## src/rtl/axi_rd_arbiter.sv

```systemverilog
// Two-client AXI read-port arbiter: round-robin AR grant into a registered stage,
// source-tagged IDs, tag-based R routing and a per-client outstanding-burst cap.
module axi_rd_arbiter #(
  parameter int ID_W    = 16,
  parameter int ADDR_W  = 64,
  parameter int DATA_W  = 512,
  parameter int MAX_OUT = 8
) (
  input  logic              clk,
  input  logic              rst,
  input  logic [ID_W-2:0]   rq0_arid,
  input  logic [ADDR_W-1:0] rq0_araddr,
  input  logic [7:0]        rq0_arlen,
  input  logic [2:0]        rq0_arsize,
  input  logic              rq0_arvalid,
  output logic              rq0_arready,
  input  logic [ID_W-2:0]   rq1_arid,
  input  logic [ADDR_W-1:0] rq1_araddr,
  input  logic [7:0]        rq1_arlen,
  input  logic [2:0]        rq1_arsize,
  input  logic              rq1_arvalid,
  output logic              rq1_arready,
  output logic [ID_W-2:0]   rq0_rid,
  output logic [DATA_W-1:0] rq0_rdata,
  output logic [1:0]        rq0_rresp,
  output logic              rq0_rlast,
  output logic              rq0_rvalid,
  input  logic              rq0_rready,
  output logic [ID_W-2:0]   rq1_rid,
  output logic [DATA_W-1:0] rq1_rdata,
  output logic [1:0]        rq1_rresp,
  output logic              rq1_rlast,
  output logic              rq1_rvalid,
  input  logic              rq1_rready,
  output logic [ID_W-1:0]   arid_m,
  output logic [ADDR_W-1:0] araddr_m,
  output logic [7:0]        arlen_m,
  output logic [2:0]        arsize_m,
  output logic              arvalid_m,
  input  logic              arready_m,
  input  logic [ID_W-1:0]   rid_m,
  input  logic [DATA_W-1:0] rdata_m,
  input  logic [1:0]        rresp_m,
  input  logic              rlast_m,
  input  logic              rvalid_m,
  output logic              rready_m,
  output logic              busy
);

  localparam logic [7:0] MAX_CNT = 8'(MAX_OUT);

  logic [ID_W-1:0]   r_arid;
  logic [ADDR_W-1:0] r_araddr;
  logic [7:0]        r_arlen;
  logic [2:0]        r_arsize;
  logic              r_arvalid;
  logic              r_last_grant;
  logic [7:0]        r_cnt0;
  logic [7:0]        r_cnt1;

  logic w_load;
  logic w_elig0;
  logic w_elig1;
  logic w_grant0;
  logic w_grant1;
  logic w_src;
  logic w_rdone0;
  logic w_rdone1;

  assign w_load   = !r_arvalid || arready_m;
  assign w_elig0  = rq0_arvalid && (r_cnt0 < MAX_CNT);
  assign w_elig1  = rq1_arvalid && (r_cnt1 < MAX_CNT);
  // On a tie the requester that did not win last time takes the grant.
  assign w_grant0 = w_load && w_elig0 && (!w_elig1 || r_last_grant);
  assign w_grant1 = w_load && w_elig1 && (!w_elig0 || !r_last_grant);

  assign rq0_arready = w_grant0;
  assign rq1_arready = w_grant1;

  assign arid_m    = r_arid;
  assign araddr_m  = r_araddr;
  assign arlen_m   = r_arlen;
  assign arsize_m  = r_arsize;
  assign arvalid_m = r_arvalid;

  assign w_src      = rid_m[ID_W-1];
  assign rq0_rvalid = rvalid_m && !w_src;
  assign rq1_rvalid = rvalid_m && w_src;
  assign rready_m   = w_src ? rq1_rready : rq0_rready;
  assign rq0_rid    = rid_m[ID_W-2:0];
  assign rq1_rid    = rid_m[ID_W-2:0];
  assign rq0_rdata  = rdata_m;
  assign rq1_rdata  = rdata_m;
  assign rq0_rresp  = rresp_m;
  assign rq1_rresp  = rresp_m;
  assign rq0_rlast  = rlast_m;
  assign rq1_rlast  = rlast_m;

  assign w_rdone0 = rvalid_m && rready_m && rlast_m && !w_src;
  assign w_rdone1 = rvalid_m && rready_m && rlast_m && w_src;

  assign busy = r_arvalid || (r_cnt0 != 8'd0) || (r_cnt1 != 8'd0);

  // NOTE: state registers use non-blocking assignments so every flop samples pre-edge values.
  always_ff @(posedge clk or negedge rst) begin
    if (!rst) begin
      r_arvalid    <= 1'b0;
      r_arid       <= '0;
      r_araddr     <= '0;
      r_arlen      <= '0;
      r_arsize     <= '0;
      r_last_grant <= 1'b1;
    end else if (w_load) begin
      if (w_grant0) begin
        r_arvalid    <= 1'b1;
        r_arid       <= {1'b0, rq0_arid};
        r_araddr     <= rq0_araddr;
        r_arlen      <= rq0_arlen;
        r_arsize     <= rq0_arsize;
        r_last_grant <= 1'b0;
      end else if (w_grant1) begin
        r_arvalid    <= 1'b1;
        r_arid       <= {1'b1, rq1_arid};
        r_araddr     <= rq1_araddr;
        r_arlen      <= rq1_arlen;
        r_arsize     <= rq1_arsize;
        r_last_grant <= 1'b1;
      end else begin
        r_arvalid <= 1'b0;
      end
    end
  end

  // Simultaneous accept and completion cancel out; completion at zero is ignored.
  always_ff @(posedge clk or negedge rst) begin
    if (!rst) begin
      r_cnt0 <= 8'd0;
      r_cnt1 <= 8'd0;
    end else begin
      if (w_grant0 && !w_rdone0)                        r_cnt0 <= r_cnt0 + 8'd1;
      else if (w_rdone0 && !w_grant0 && r_cnt0 != 8'd0) r_cnt0 <= r_cnt0 - 8'd1;
      if (w_grant1 && !w_rdone1)                        r_cnt1 <= r_cnt1 + 8'd1;
      else if (w_rdone1 && !w_grant1 && r_cnt1 != 8'd0) r_cnt1 <= r_cnt1 - 8'd1;
    end
  end

endmodule
```

## config.mk

```make
export PLATFORM = sky130hd
export DESIGN_NAME = axi_rd_arbiter
export DESIGN_NICKNAME = d
export VERILOG_FILES = /design/src/rtl/axi_rd_arbiter.sv
export SDC_FILE = /design/constraint.sdc
export NUM_CORES = 1
export LEC_CHECK = 0
export CORE_AREA = 2 2 728 730
export DETAILED_ROUTE_END_ITERATION = 7
export DIE_AREA = 0 0 730 732
export PLACE_DENSITY = 0.3
export SYNTH_ARGS = -nofsm -noshare
export SYNTH_HDL_FRONTEND = slang
export SYNTH_SLANG_ARGS = --single-unit
```

## constraint.sdc

```tcl
create_clock -name clk -period 3.55 [get_ports clk]
set_clock_uncertainty 0.15 [all_clocks]
set_input_delay 0.355 -clock clk [delete_from_list [all_inputs] [get_ports clk]]
set_output_delay 0.355 -clock clk [all_outputs]
set_load 0.02 [all_outputs]
```

---- After elaboration in Yosys (flattened, before gate mapping) ----
Cells that the tools add are included.
cells by class
  add/sub/neg operators ................... 4
  magnitude comparators ................... 2
  muxes and demuxes ....................... 17
  reductions and logical operators ........ 38
operator list
  kind                   count
  $mux W64               2
  $mux W8                6
  $mux W16               2
  $logic_and A1 B1 Y1    18
  $add A8 B1 Y8 const B  2
  $lt A8 B4 Y1 const B   2
  $reduce_bool A8 Y1     2
  $sub A8 B1 Y8 const B  2
  $logic_not A1 Y1       9
  $mux W3                2
  $reduce_bool A2 Y1     3
  $logic_or A1 B1 Y1     5
  $mux W1                5
  $reduce_and A2 Y1      1
storage, ports and cells
  register bits after elaboration ......... 109
  input port bits ......................... 719
  output and inout port bits .............. 1158
  word-level logic and storage cells ...... 69

---- Logic depth before layout (Yosys ltp) ----
  depth in word-level cells ............... 10
  mapped depth ............................ 10

---- Worst setup path before layout ----
Ideal clock, no wire load.
  path type ............................... register -> register
  from .................................... register r_cnt1[6]
  to ...................................... register r_cnt1[6]
  setup time .............................. 0.125 ns
  arrival time ............................ 2.888 ns
  data required time ...................... 3.275 ns
  setup slack ............................. 0.387 ns
  cell stages (with the launch flop) ...... 11
  path buffers ............................ 0
  period minus slack after synthesis ...... 3.163 ns
  cell sequence ........................... dfrtp_1 or4_4 or3b_4 nor3_4 inv_2 fa_1 a211oi_1 o21bai_1 a21oi_1 xnor2_1 mux2_4
between the ends
  longest elaborated chain between the ends .. 8
RTL lines
  element                           line  source
  start, declared                   59    logic [7:0] r_cnt1;
  start signal, assigned            142   if (w_grant1 && !w_rdone1) r_cnt1 <= r_cnt1 + 8'd1;
  start signal, assigned            143   else if (w_rdone1 && !w_grant1 && r_cnt1 != 8'd0) r_cnt1 <= r_cnt1 - 8'd1;
  $lt A8 B4 Y1                      72    assign w_elig1 = rq1_arvalid && (r_cnt1 < MAX_CNT);
  $logic_and A1 B1 Y1               72
  $logic_and A1 B1 Y1 (2 in a row)  75    assign w_grant1 = w_load && w_elig1 && (!w_elig0 || !r_last_grant);
  $logic_not A1 Y1                  143
  $logic_and A1 B1 Y1 (2 in a row)  143
  $reduce_bool A2 Y1 (no line)      n/a
Several ways; a longest one is shown, not always the timed one. The select of a mux whose other input is x is not followed.
A chain may end at the register's enable or synchronous reset.

---- Worst setup path after layout ----
  from .................................... register r_cnt1[6]
  to ...................................... output rq1_arready
between the ends
  longest elaborated chain between the ends .. 4
RTL lines
  element                           line  source
  $lt A8 B4 Y1                      72
  $logic_and A1 B1 Y1               72
  $logic_and A1 B1 Y1 (2 in a row)  75
  end, declared                     22    output logic rq1_arready,
No other way between the ends.

==> impl_metrics.py <==
metrics = {
    "power_and_ir_drop": {
        "power_leakage_nw": 3.99,
        "p_int_w": 0.00462,
        "switching_power_w": 0.00376,
        "clkPwrFrac_pct": 20.2,
        "ir_drop_mv": 0.262,
        "p_comb_share_pct": 52.1,
        "swShare_pct": 44.9,
        "p_per_area_nw_per_um2": 485,
        "power.share.sequential_pct": 27.7,
    },
    "timing": {
        "slew_viol_final": 0,
        "setup_violations": 0,
        "whs_ns": 0.180,
        "setup_ws_ns": 0.136,
        "maxSlewHeadroom_pct": 34.3,
        "fmax_mhz": 293,
        "setup_tns_ns": 0,
        "tightest_slew_ns": 0.982,
        "min_period_ns": 3.41,
        "period_share_pct": 96.2,
        "hold_viol": 0,
        "rsz0062_at_grt": "no",
    },
    "final_layout": {
        "fin_util_pct": 3.28,
        "layout-drive-gt1-share_pct": 8.11,
        "final_cell_mix": "clkdlybuf4s50_1 (287), dfrtp_1 (108), inv_1 (91)",
        "area_delta_synth_final_pct": 32.2,
        "fin_nets": 1471,
        "layout_commonest_cell": "clkdlybuf4s50_1",
        "instances_no_fill": 7752,
    },
    "setup_path": {
        "crit_type": "register to output port",
        "crit_path_max_fanout": 5,
        "worstPathArrival_ns": 2.91,
        "worst_setup_path_start_kind": "register",
        "r2r-start": "r_cnt1[6]$_DFFE_PN0P_",
        "crit_required_ns": 3.04,
        "critPathCaptureType": "output port",
        "cp-startpoint": "r_cnt1[6]$_DFFE_PN0P_",
    },
    "routing": {
        "drtIter0Drc": 981,
        "drc": 0,
        "ant_nets": 0,
        "dr.pass1.iters": 8,
        "routed_via_density": 1.14,
        "dr_total_vias": 8825,
        "wl_um": 381000,
        "wl_per_cell_um": 49.1,
    },
    "grt": {
        "grt_pass1_vias": 8151,
        "gr-usage-all-layers_pct": 13.7,
        "grt_pass1_wl_um": 403000,
        "grt_max_degree": 75,
        "gr-total-overflow": 0,
        "antenna_found_initial": 102,
    },
    "synth": {
        "ys_types": 49,
        "synth_area_per_cell_um2": 8.71,
        "ys_ff_latch": 109,
        "ys.flop_type": "dfrtp_1",
        "syn_inst": 1500,
        "ys_seq_area_share_pct": 20.9,
        "syn_area_um2": 13100,
        "yosysTopAreaCellShare_pct": 61.3,
        "ys_async_sr_fraction_pct": 100,
        "ys_warn_count": 0,
        "synth_top_area_cell": "buf_4",
        "syn_nets": 2233,
        "synth_area_leaders": "buf_4 (61%), dfrtp_1 (21%), a222oi_1 (6.9%)",
        "synth_edf_count": 0,
    },
    "clock_network": {
        "clock_sinks": 109,
        "cts.path.max_buffers": 3,
        "numCtsBuffers": 13,
        "clock_latency_ns": 0.56,
        "cts_tree": "built",
        "root_buffer": "clkbuf_16",
        "cts_max_level": 3,
        "clk_pin_slew_ns": 0.17,
    },
    "die": {
        "start_util_pct": 2.48,
        "core_um2": 527000,
        "die_w_um": 730,
        "io_pins": 1877,
        "dieArea_um2": 534000,
        "rows": 267,
        "die_h_um": 732,
    },
    "place": {
        "pre_cts_slack_ns": 0.0777,
        "gp_routability_congestion": 0.719,
        "dp.cells": 7714,
        "hpwl_um": 364000,
        "portBuffers": 289,
    },
    "job": {
        "drv_cap": 0,
    },
    "worst_hold_path": {
        "min-delay-path-class": "primary input to asynchronous set/reset pin",
    },
    "outcome": {
        "status": "complete, no violations",
    },
}
[what timing repair did]
item	CTS	global route
hold endpoints to repair	35	0
buffers inserted	1	0
cloned	1	0
pin swaps	1	1
endpoints found under the setup margin	1	1
hold buffers	1	0
resized for setup	0	2
[synthesized netlist by cell type (2+ instances only)]
library cell,number
a211oi_1,4
a21o_1,7
a21oi_1,10
a222oi_1,90
and2_1,2
and3_1,3
buf_2,12
buf_4,1068
clkbuf_1,10
dfrtp_1,108
fa_1,2
ha_1,12
inv_1,91
mux2_1,5
mux2_4,4
mux2i_1,3
nand2_1,6
nand2b_1,2
nor2_1,7
nor2b_1,2
nor3_1,3
o211ai_1,2
o21ai_0,8
o21bai_1,3
xnor2_1,9
xor2_1,4
[layout make-up]
| cell class | count | area (um2) |
|---|---|---|
| antenna | 18 | 45.0 |
| multi-input combinational | 210 | 1900 |
| clock inverter | 4 | 55.1 |
| timing repair buffer | 312 | 3130 |
| sequential | 109 | 2730 |
| tap | 6994 | 8750 |
| clock buffer | 13 | 325 |
| fill | 62600 | 510000 |
| inverter | 92 | 345 |
[worst paths after layout]
| path | to | slack [ns] | cells past startpoint |
|---|---|---|---|
| max | rq1_arready | 0.14 | 4 |
| min | araddr_m[56]$_DFFE_PN0P_ | 0.18 | 2 |
| max reg2reg | r_cnt1[6]$_DFFE_PN0P_ | 0.17 | 10 |
| min reg2reg | r_cnt0[7]$_DFFE_PN0P_ | 0.34 | 1 |
| max in group asynchronous | araddr_m[24]$_DFFE_PN0P_ | 2.05 | 3 |
| min in group clk | araddr_m[14]$_DFFE_PN0P_ | 0.22 | 3 |
[logic make-up after synthesis]
logic type | count (synthesis) | share of synthesized area [%]
adder cells (fa/ha/maj) | 14 | 1.46
flip-flops | 109 | 20.9
multiplexers | 13 | 1.21
AO/OA/AOI/OAI | 131 | 9.04
AND/OR/NAND/NOR | 38 | 1.82
XOR/XNOR | 13 | 0.871
buffers and inverters | 1182 | 64.7
[power by group through the flow]
stage,Combinational [W],Sequential [W],Clock (W)
floorplan,0.00338,0.00278,0
global placement,0.00433,0.00234,0
detailed placement,0.00436,0.00233,0
CTS,0.00439,0.00232,0.00184
global route,0.00468,0.00239,0.00186
finish,0.00436,0.00232,0.00169
[registers in the layout (all words and copies together) (netlist names)]
| name | cells |
|---|---|
| r_cnt0 | 8 |
| r_last_grant | 1 |
| arvalid_m | 1 |
| arsize_m | 3 |
| arid_m | 16 |
| araddr_m | 64 |
| arlen_m | 8 |
| r_cnt1 | 8 |
[worst max-delay path, cell delays in order (launching register included)]
cell and delay [ns]:
dfrtp_1 0.43, or4_4 0.58, or3b_4 0.48, nor2_4 0.20, clkdlybuf4s50_1 0.66
[per-stage QoR]
| step | power, W | area, um2 |
|---|---|---|
| floorplan | 0.00615 | 13100 |
| finish | 0.00838 | 17300 |
| CTS | 0.00855 | 17200 |
| global route | 0.00893 | 17200 |
| detailed placement | 0.00669 | 16800 |
| global placement | 0.00667 | 16800 |
[metal layers]
metal | part of all wire (%) | global-route usage [%] | vias to the layer above
li1 | - | - | 2306
met1 | 13 | 4.99 | 3446
met2 | 43 | 21.3 | 2636
met3 | 41 | 26.0 | 415
met4 | 3.1 | 3.39 | 22
met5 | 0.31 | 1.53 | -
Note: power is estimated with default switching activity, not from simulation.
